## config.mk

```make
export PLATFORM = sky130hd
export DESIGN_NAME = fetch_sequencer
export DESIGN_NICKNAME = d
export VERILOG_FILES = /design/src/rtl/rv32i_pkg.sv /design/src/rtl/next_pc_gen.sv /design/src/rtl/fetch_sequencer.sv
export SDC_FILE = /design/constraint.sdc
export NUM_CORES = 1
export LEC_CHECK = 0
export ABC_AREA = 1
export CORE_MARGIN = 2
export CORE_UTILIZATION = 25
export DETAILED_ROUTE_END_ITERATION = 6
export SLEW_MARGIN = 20
export SYNTH_ARGS = -nofsm -noshare
export SYNTH_HDL_FRONTEND = slang
export SYNTH_SLANG_ARGS = --single-unit
```

## constraint.sdc

```tcl
create_clock -name clk -period 2.3 [get_ports clk]
set_clock_uncertainty 0.1 [all_clocks]
set_input_delay 0.46 -clock clk [delete_from_list [all_inputs] [get_ports clk]]
set_output_delay 0.46 -clock clk [all_outputs]
set_load 0.1 [all_outputs]
```

## src/rtl/rv32i_pkg.sv

```systemverilog
// Shared RV32I control-path definitions: next-PC select encodings, fetch
// sequencer states, instruction field positions and an alignment helper.
package rv32i_pkg;

  typedef enum logic [1:0] {
    NS_PC4  = 2'b00,
    NS_JALR = 2'b01,
    NS_JAL  = 2'b10,
    NS_BR   = 2'b11
  } next_sel_e;

  typedef enum logic [1:0] {
    FETCH = 2'b00,
    EXEC  = 2'b01,
    ERROR = 2'b10
  } fetch_state_e;

  localparam int OPCODE_LSB = 0;
  localparam int OPCODE_MSB = 6;
  localparam int FUNC3_LSB  = 12;
  localparam int FUNC3_MSB  = 14;
  localparam int FUNC7_BIT  = 30;

  // Only the two low address bits matter for word alignment.
  function automatic logic is_misaligned(input logic [1:0] addr_lsbs);
    return (addr_lsbs != 2'b00);
  endfunction

endpackage

```

## src/rtl/next_pc_gen.sv

```systemverilog
// Next-PC selection: sequential, jalr, jal and conditional branch targets,
// plus the word-alignment flag for the selected target.
module next_pc_gen
  import rv32i_pkg::*;
#(
  parameter int XLEN = 32
) (
  input  logic [XLEN-1:0] pc,
  input  logic [1:0]      next_sel,
  input  logic            br_taken,
  input  logic [XLEN-1:0] alu_result,
  input  logic [XLEN-1:0] imm,
  output logic [XLEN-1:0] npc,
  output logic            npc_misalign
);

  logic [XLEN-1:0] seq_pc;
  logic [XLEN-1:0] rel_pc;
  logic [XLEN-1:0] jalr_pc;

  // Adders wrap modulo 2^XLEN; jalr drops bit 0 of rs1+imm.
  assign seq_pc  = pc + XLEN'(4);
  assign rel_pc  = pc + imm;
  assign jalr_pc = alu_result & ~XLEN'(1);

  always_comb begin
    npc = seq_pc;
    case (next_sel)
      NS_PC4:  npc = seq_pc;
      NS_JALR: npc = jalr_pc;
      NS_JAL:  npc = rel_pc;
      NS_BR: begin
        if (br_taken) begin
          npc = rel_pc;
        end else begin
          npc = seq_pc;
        end
      end
      default: npc = seq_pc;
    endcase
  end

  assign npc_misalign = is_misaligned(npc[1:0]);

endmodule

```

## src/rtl/fetch_sequencer.sv

```systemverilog
// Multi-cycle instruction fetch / PC sequencer: one instruction in flight,
// FETCH -> EXEC -> FETCH, with a sticky ERROR state on a misaligned target.
module fetch_sequencer
  import rv32i_pkg::*;
#(
  parameter logic [31:0] RESET_PC = 32'h0000_0000,
  parameter int          XLEN     = 32
) (
  input  logic            clk,
  input  logic            rst,
  output logic            imem_req,
  output logic [XLEN-1:0] imem_addr,
  input  logic            imem_ack,
  input  logic [XLEN-1:0] imem_rdata,
  output logic [XLEN-1:0] pc,
  output logic [XLEN-1:0] instr,
  output logic [6:0]      opcode,
  output logic [2:0]      func3,
  output logic            func7,
  output logic            instr_valid,
  input  logic            instr_done,
  input  logic [1:0]      next_sel,
  input  logic            br_taken,
  input  logic [XLEN-1:0] alu_result,
  input  logic [XLEN-1:0] imm,
  output logic            misalign
);

  fetch_state_e    state;
  logic [XLEN-1:0] npc;
  logic            npc_misalign;

  next_pc_gen #(
    .XLEN(XLEN)
  ) u_next_pc_gen (
    .pc          (pc),
    .next_sel    (next_sel),
    .br_taken    (br_taken),
    .alu_result  (alu_result),
    .imm         (imm),
    .npc         (npc),
    .npc_misalign(npc_misalign)
  );

  assign imem_addr = pc;
  assign opcode    = instr[OPCODE_MSB:OPCODE_LSB];
  assign func3     = instr[FUNC3_MSB:FUNC3_LSB];
  assign func7     = instr[FUNC7_BIT];

  // imem_req / instr_valid are registered alongside the state so they
  // always reflect the state being entered; ack/done only act in their own state.
  always_ff @(posedge clk or posedge rst) begin
    if (rst) begin
      state       <= FETCH;
      pc          <= XLEN'(RESET_PC);
      instr       <= {XLEN{1'b0}};
      misalign    <= 1'b0;
      imem_req    <= 1'b1;
      instr_valid <= 1'b0;
    end else begin
      case (state)
        FETCH: begin
          if (imem_ack) begin
            instr       <= imem_rdata;
            state       <= EXEC;
            imem_req    <= 1'b0;
            instr_valid <= 1'b1;
          end else begin
            imem_req    <= 1'b1;
            instr_valid <= 1'b0;
          end
        end
        EXEC: begin
          if (instr_done) begin
            instr_valid <= 1'b0;
            if (npc_misalign) begin
              state    <= ERROR;
              misalign <= 1'b1;
              imem_req <= 1'b0;
            end else begin
              state    <= FETCH;
              pc       <= npc;
              imem_req <= 1'b1;
            end
          end else begin
            imem_req    <= 1'b0;
            instr_valid <= 1'b1;
          end
        end
        ERROR: begin
          misalign    <= 1'b1;
          imem_req    <= 1'b0;
          instr_valid <= 1'b0;
        end
        default: begin
          // Unreachable encoding: park safely and flag it.
          state       <= ERROR;
          misalign    <= 1'b1;
          imem_req    <= 1'b0;
          instr_valid <= 1'b0;
        end
      endcase
    end
  end

endmodule

```

==> key figures <==
Synthesis
  • Number of distinct library cells after synthesis: 42
  • Register area share after synthesis: 0.258
  • Ys Warns: 0
  • Syn Inst Count: roughly 1,100
  • Syn nets: 1,212
  • Avg Cell Area, Syn: 6.23 um^2
  • Fraction of registers with async set/reset: 1.00
  • Cell area after synthesis: 0.00671 mm^2
  • Post-synth EDFFs: 0
  • Synth Register Bits: a little under 70
  • Ys flop type: dfrtp_1

Worst setup path
  • CP Max Fanout: 11
  • Reg-to-reg endpoint: imem_addr[24]
  • Required @ worst endpoint: between 2 and 2.5 ns
  • Crit end category: register
  • Critical path arrival: approximately 2.4 ns
  • Worst reg2reg path startpoint: imem_addr[0]
  • Worst Reg-to-Reg Cells: 9
  • R2R setup slack: between 0.04 and 0.05 ns
  • Worst Setup Start Kind: register
  • Class of the most critical setup path: reg -> reg

Die
  • Die W: ~170 um
  • Area of the die: around 0.028 mm^2
  • Ports: about 210
  • # rows: a little under 60
  • Effective utilization at floorplan: 0.256
  • Die Ht: ~170 um
  • CORE AREA: between 0.02 and 0.03 mm^2

Cells and area
  • # fillers: about 2,800
  • Seq. cell area: about 0.0018 mm^2
  • Layout Nets: roughly 1,500
  • Fraction of layout cells with a size suffix above 1: 0.335
  • N_diodes: 0
  • Area of the multi-input gates: 0.00465 mm^2
  • Layout Utilization: 0.408
  • Synth-to-Final Area Change: 59.5%

Clock tree
  • Clock Latency Late Sink: between 0.3 and 0.4 ns
  • Clk slew on worst S/H paths: ~0.070 ns
  • Clk root buf: clkbuf_16
  • Sink Count: 69
  • Num CTS Buffers: 9
  • Longest Clk Path Bufs: 2
  • H-tree levels: 3
  • CTS tree: yes

Timing
  • RSZ-0062 raised after global routing: yes
  • Final Critical Period: about 2.3 ns
  • Final period util: 0.980
  • Final setup vio count: 0
  • Slew margin rel.: 0.600
  • Hold Fails Final Rpt: 0
  • Max Clk Rate: between 400 and 500 MHz
  • Worst Tran Pin Value: a little under 0.6 ns
  • Final max-slew violation count: 0

Drt
  • Routed vias/inst: around 4.6
  • Drt drc: 2
  • Detailed router's first-iteration violation count: roughly 600
  • Router iterations before antenna repair: 7
  • Routed len/inst: 15.9 um
  • Total number of vias: 7,894
  • WL final: ~27,000 um
  • Detail Route Antenna Nets: 0

Global routing
  • Initial antenna violation count: 0
  • Pin count of the biggest net entering global routing: 35
  • Remaining global-route overflow: 0
  • First-pass GRT wire length: a little over 40,000 um
  • Total GRT Usage: 0.185
  • Vias in the first global route: 7,451

Pwr
  • PwrDens: roughly 1600 mW/mm^2
  • VDD IR max: about 1900 uV
  • P_leak: around 5.6 nW
  • Power Total: about 17 mW

Placement
  • Routability cong.: 0.905
  • IO buf count: between 200 and 250
  • Post-DP HPWL: 21,800 um

Worst hold path
  • Min-delay worst type: in -> async

Outcome
  • Failing checks: design-rule violations
  • Outcome: finished with violations

Job
  • MaxCap Viol Count: 0
## synth_stat cells (2+ instances only)
| library cell | instances | area share |
|---|---|---|
| a21boi_0 | 2 | 0.0022 |
| a21oi_1 | 45 | 0.034 |
| clkbuf_1 | 12 | 0.0067 |
| buf_4 | 43 | 0.048 |
| o211ai_1 | 2 | 0.0022 |
| nand4_1 | 12 | 0.011 |
| inv_2 | 3 | 0.0017 |
| a22oi_1 | 7 | 0.0078 |
| nand2_1 | 394 | 0.22 |
| dfrtp_1 | 68 | 0.25 |
| xor2_1 | 4 | 0.0052 |
| o22ai_1 | 2 | 0.0019 |
| nor4_1 | 2 | 0.0019 |
| xnor2_1 | 3 | 0.0039 |
| o21ai_0 | 41 | 0.031 |
| a2bb2oi_1 | 4 | 0.0052 |
| nor3_2 | 4 | 0.0060 |
| nor2_2 | 2 | 0.0019 |
| a31oi_1 | 4 | 0.0037 |
| mux2_2 | 32 | 0.054 |
| and2_1 | 2 | 0.0019 |
| a21o_1 | 4 | 0.0045 |
| buf_2 | 8 | 0.0060 |
| or2_2 | 7 | 0.0065 |
| nor3_1 | 16 | 0.012 |
| inv_1 | 171 | 0.096 |
| nand3_1 | 57 | 0.043 |
| a21boi_1 | 10 | 0.011 |
| ha_1 | 32 | 0.060 |
| nor2_1 | 71 | 0.040 |
## cells by family (layout without fill, tap and decap cells)
family          count (synthesis)  after routing  synth area share
simple gates                  569            569             0.347
compound gates                128            128             0.111
mux                            32             32            0.0537
flops                          69             69             0.258
fa+ha+maj                      33             33            0.0627
xor+xnor                        7              7           0.00914
buf+inv                       238            525             0.159
## state kept, by name, indices dropped and copies added (netlist names)
signal and cells:
imem_addr 32, imem_req 1, misalign 1, instr_valid 1, instr 32, state 2
## what timing repair did
| action | 4_1_cts | 5_1_grt |
|---|---|---|
| hold buffers | 0 | 0 |
| buffers inserted | 0 | 7 |
| pin swaps | 4 | 29 |
| gates resized for setup | 31 | 127 |
| endpoints found under the setup margin | 33 | 30 |
## worst max-delay path by stage
stage / startpoint / to / slack (ns)
CTS: imm[6] / imem_addr[21] / 0.00006
finish: imem_addr[0] / imem_addr[24] / 0.05
global placement: imm[22] / imem_addr[26] / -0.56
detailed placement: imm[0] / imem_addr[24] / -0.56
global route: imm[9] / imem_addr[23] / -0.08
floorplan: imem_addr[0] / imem_addr[6] / -0.09
## per-layer routing
| metal | GRT usage | share of wire |
|---|---|---|
| met1 | 0.252 | 0.45 |
| met2 | 0.295 | 0.45 |
| met3 | 0.0414 | 0.077 |
| met4 | 0.0526 | 0.027 |
| met5 | 0 | 0 |
## critical path: stages, from the launching register on
cell,delay (ns)
dfrtp_4,0.49
ha_4,0.17
fa_2,0.44
o221ai_2,0.19
nand3_2,0.14
nor2_4,0.14
inv_2,0.08
buf_12,0.15
a31oi_2,0.14
a21boi_1,0.08
## layout make-up
cell class / count / area share
Timing Repair Buffer: 335 / 0.272
Inverter: 174 / 0.0614
Tap cell: 335 / 0.0392
Sequential cell: 69 / 0.165
Clock buffer: 9 / 0.0211
Multi-Input combinational cell: 769 / 0.435
Clock inverter: 7 / 0.00667
## placed cells by master (no fill, tap or decap), types with 4 or more instances in the layout
master and instances:
a21oi_2 18, inv_8 4, nor2_1 58, clkdlybuf4s50_1 86, a21o_1 4, o21ai_1 12
nand3_1 43, nand4_1 12, nor3_1 9, a21oi_1 27, xor2_1 4, nor3_2 9
ha_1 7, a2bb2oi_1 4, o21ai_2 4, buf_4 225, dfrtp_2 30, nand2_2 28
nand2_4 4, a21boi_1 10, dfrtp_1 37, o21ai_0 27, buf_12 9, nand3_2 11
mux2_2 32, dlymetal6s2s_1 12, ha_4 25, a22oi_1 5, inv_2 5, clkbuf_16 9
nand2_1 362, inv_1 168, or2_2 5, nor2_2 14
## power by group
group	internal, mW	switching [mW]	total (mW)
combinational	3.62	9.45	13.1
clock	0.771	0.644	1.41
sequential	1.77	0.497	2.26
## through the flow
step / std cells / setup slack [ns] / setup TNS, ns / hold slack (ns) / cell area (um^2)
2_1_floorplan: 1076 / -0.0877 / -1.32 / 0.340 / 6820
3_3_place_gp: 1675 / -0.557 / -15.54 / 0.364 / 9630
3_5_place_dp: 1675 / -0.557 / -16.70 / 0.360 / 9630
4_1_cts: 1691 / 0.0000584 / 0 / 0.330 / 10100
5_1_grt: 1698 / -0.0763 / -1.13 / 0.341 / 10700
6_report: 1698 / 0.0457 / 0 / 0.330 / 10700
Note: power is estimated with default switching activity, not from simulation.
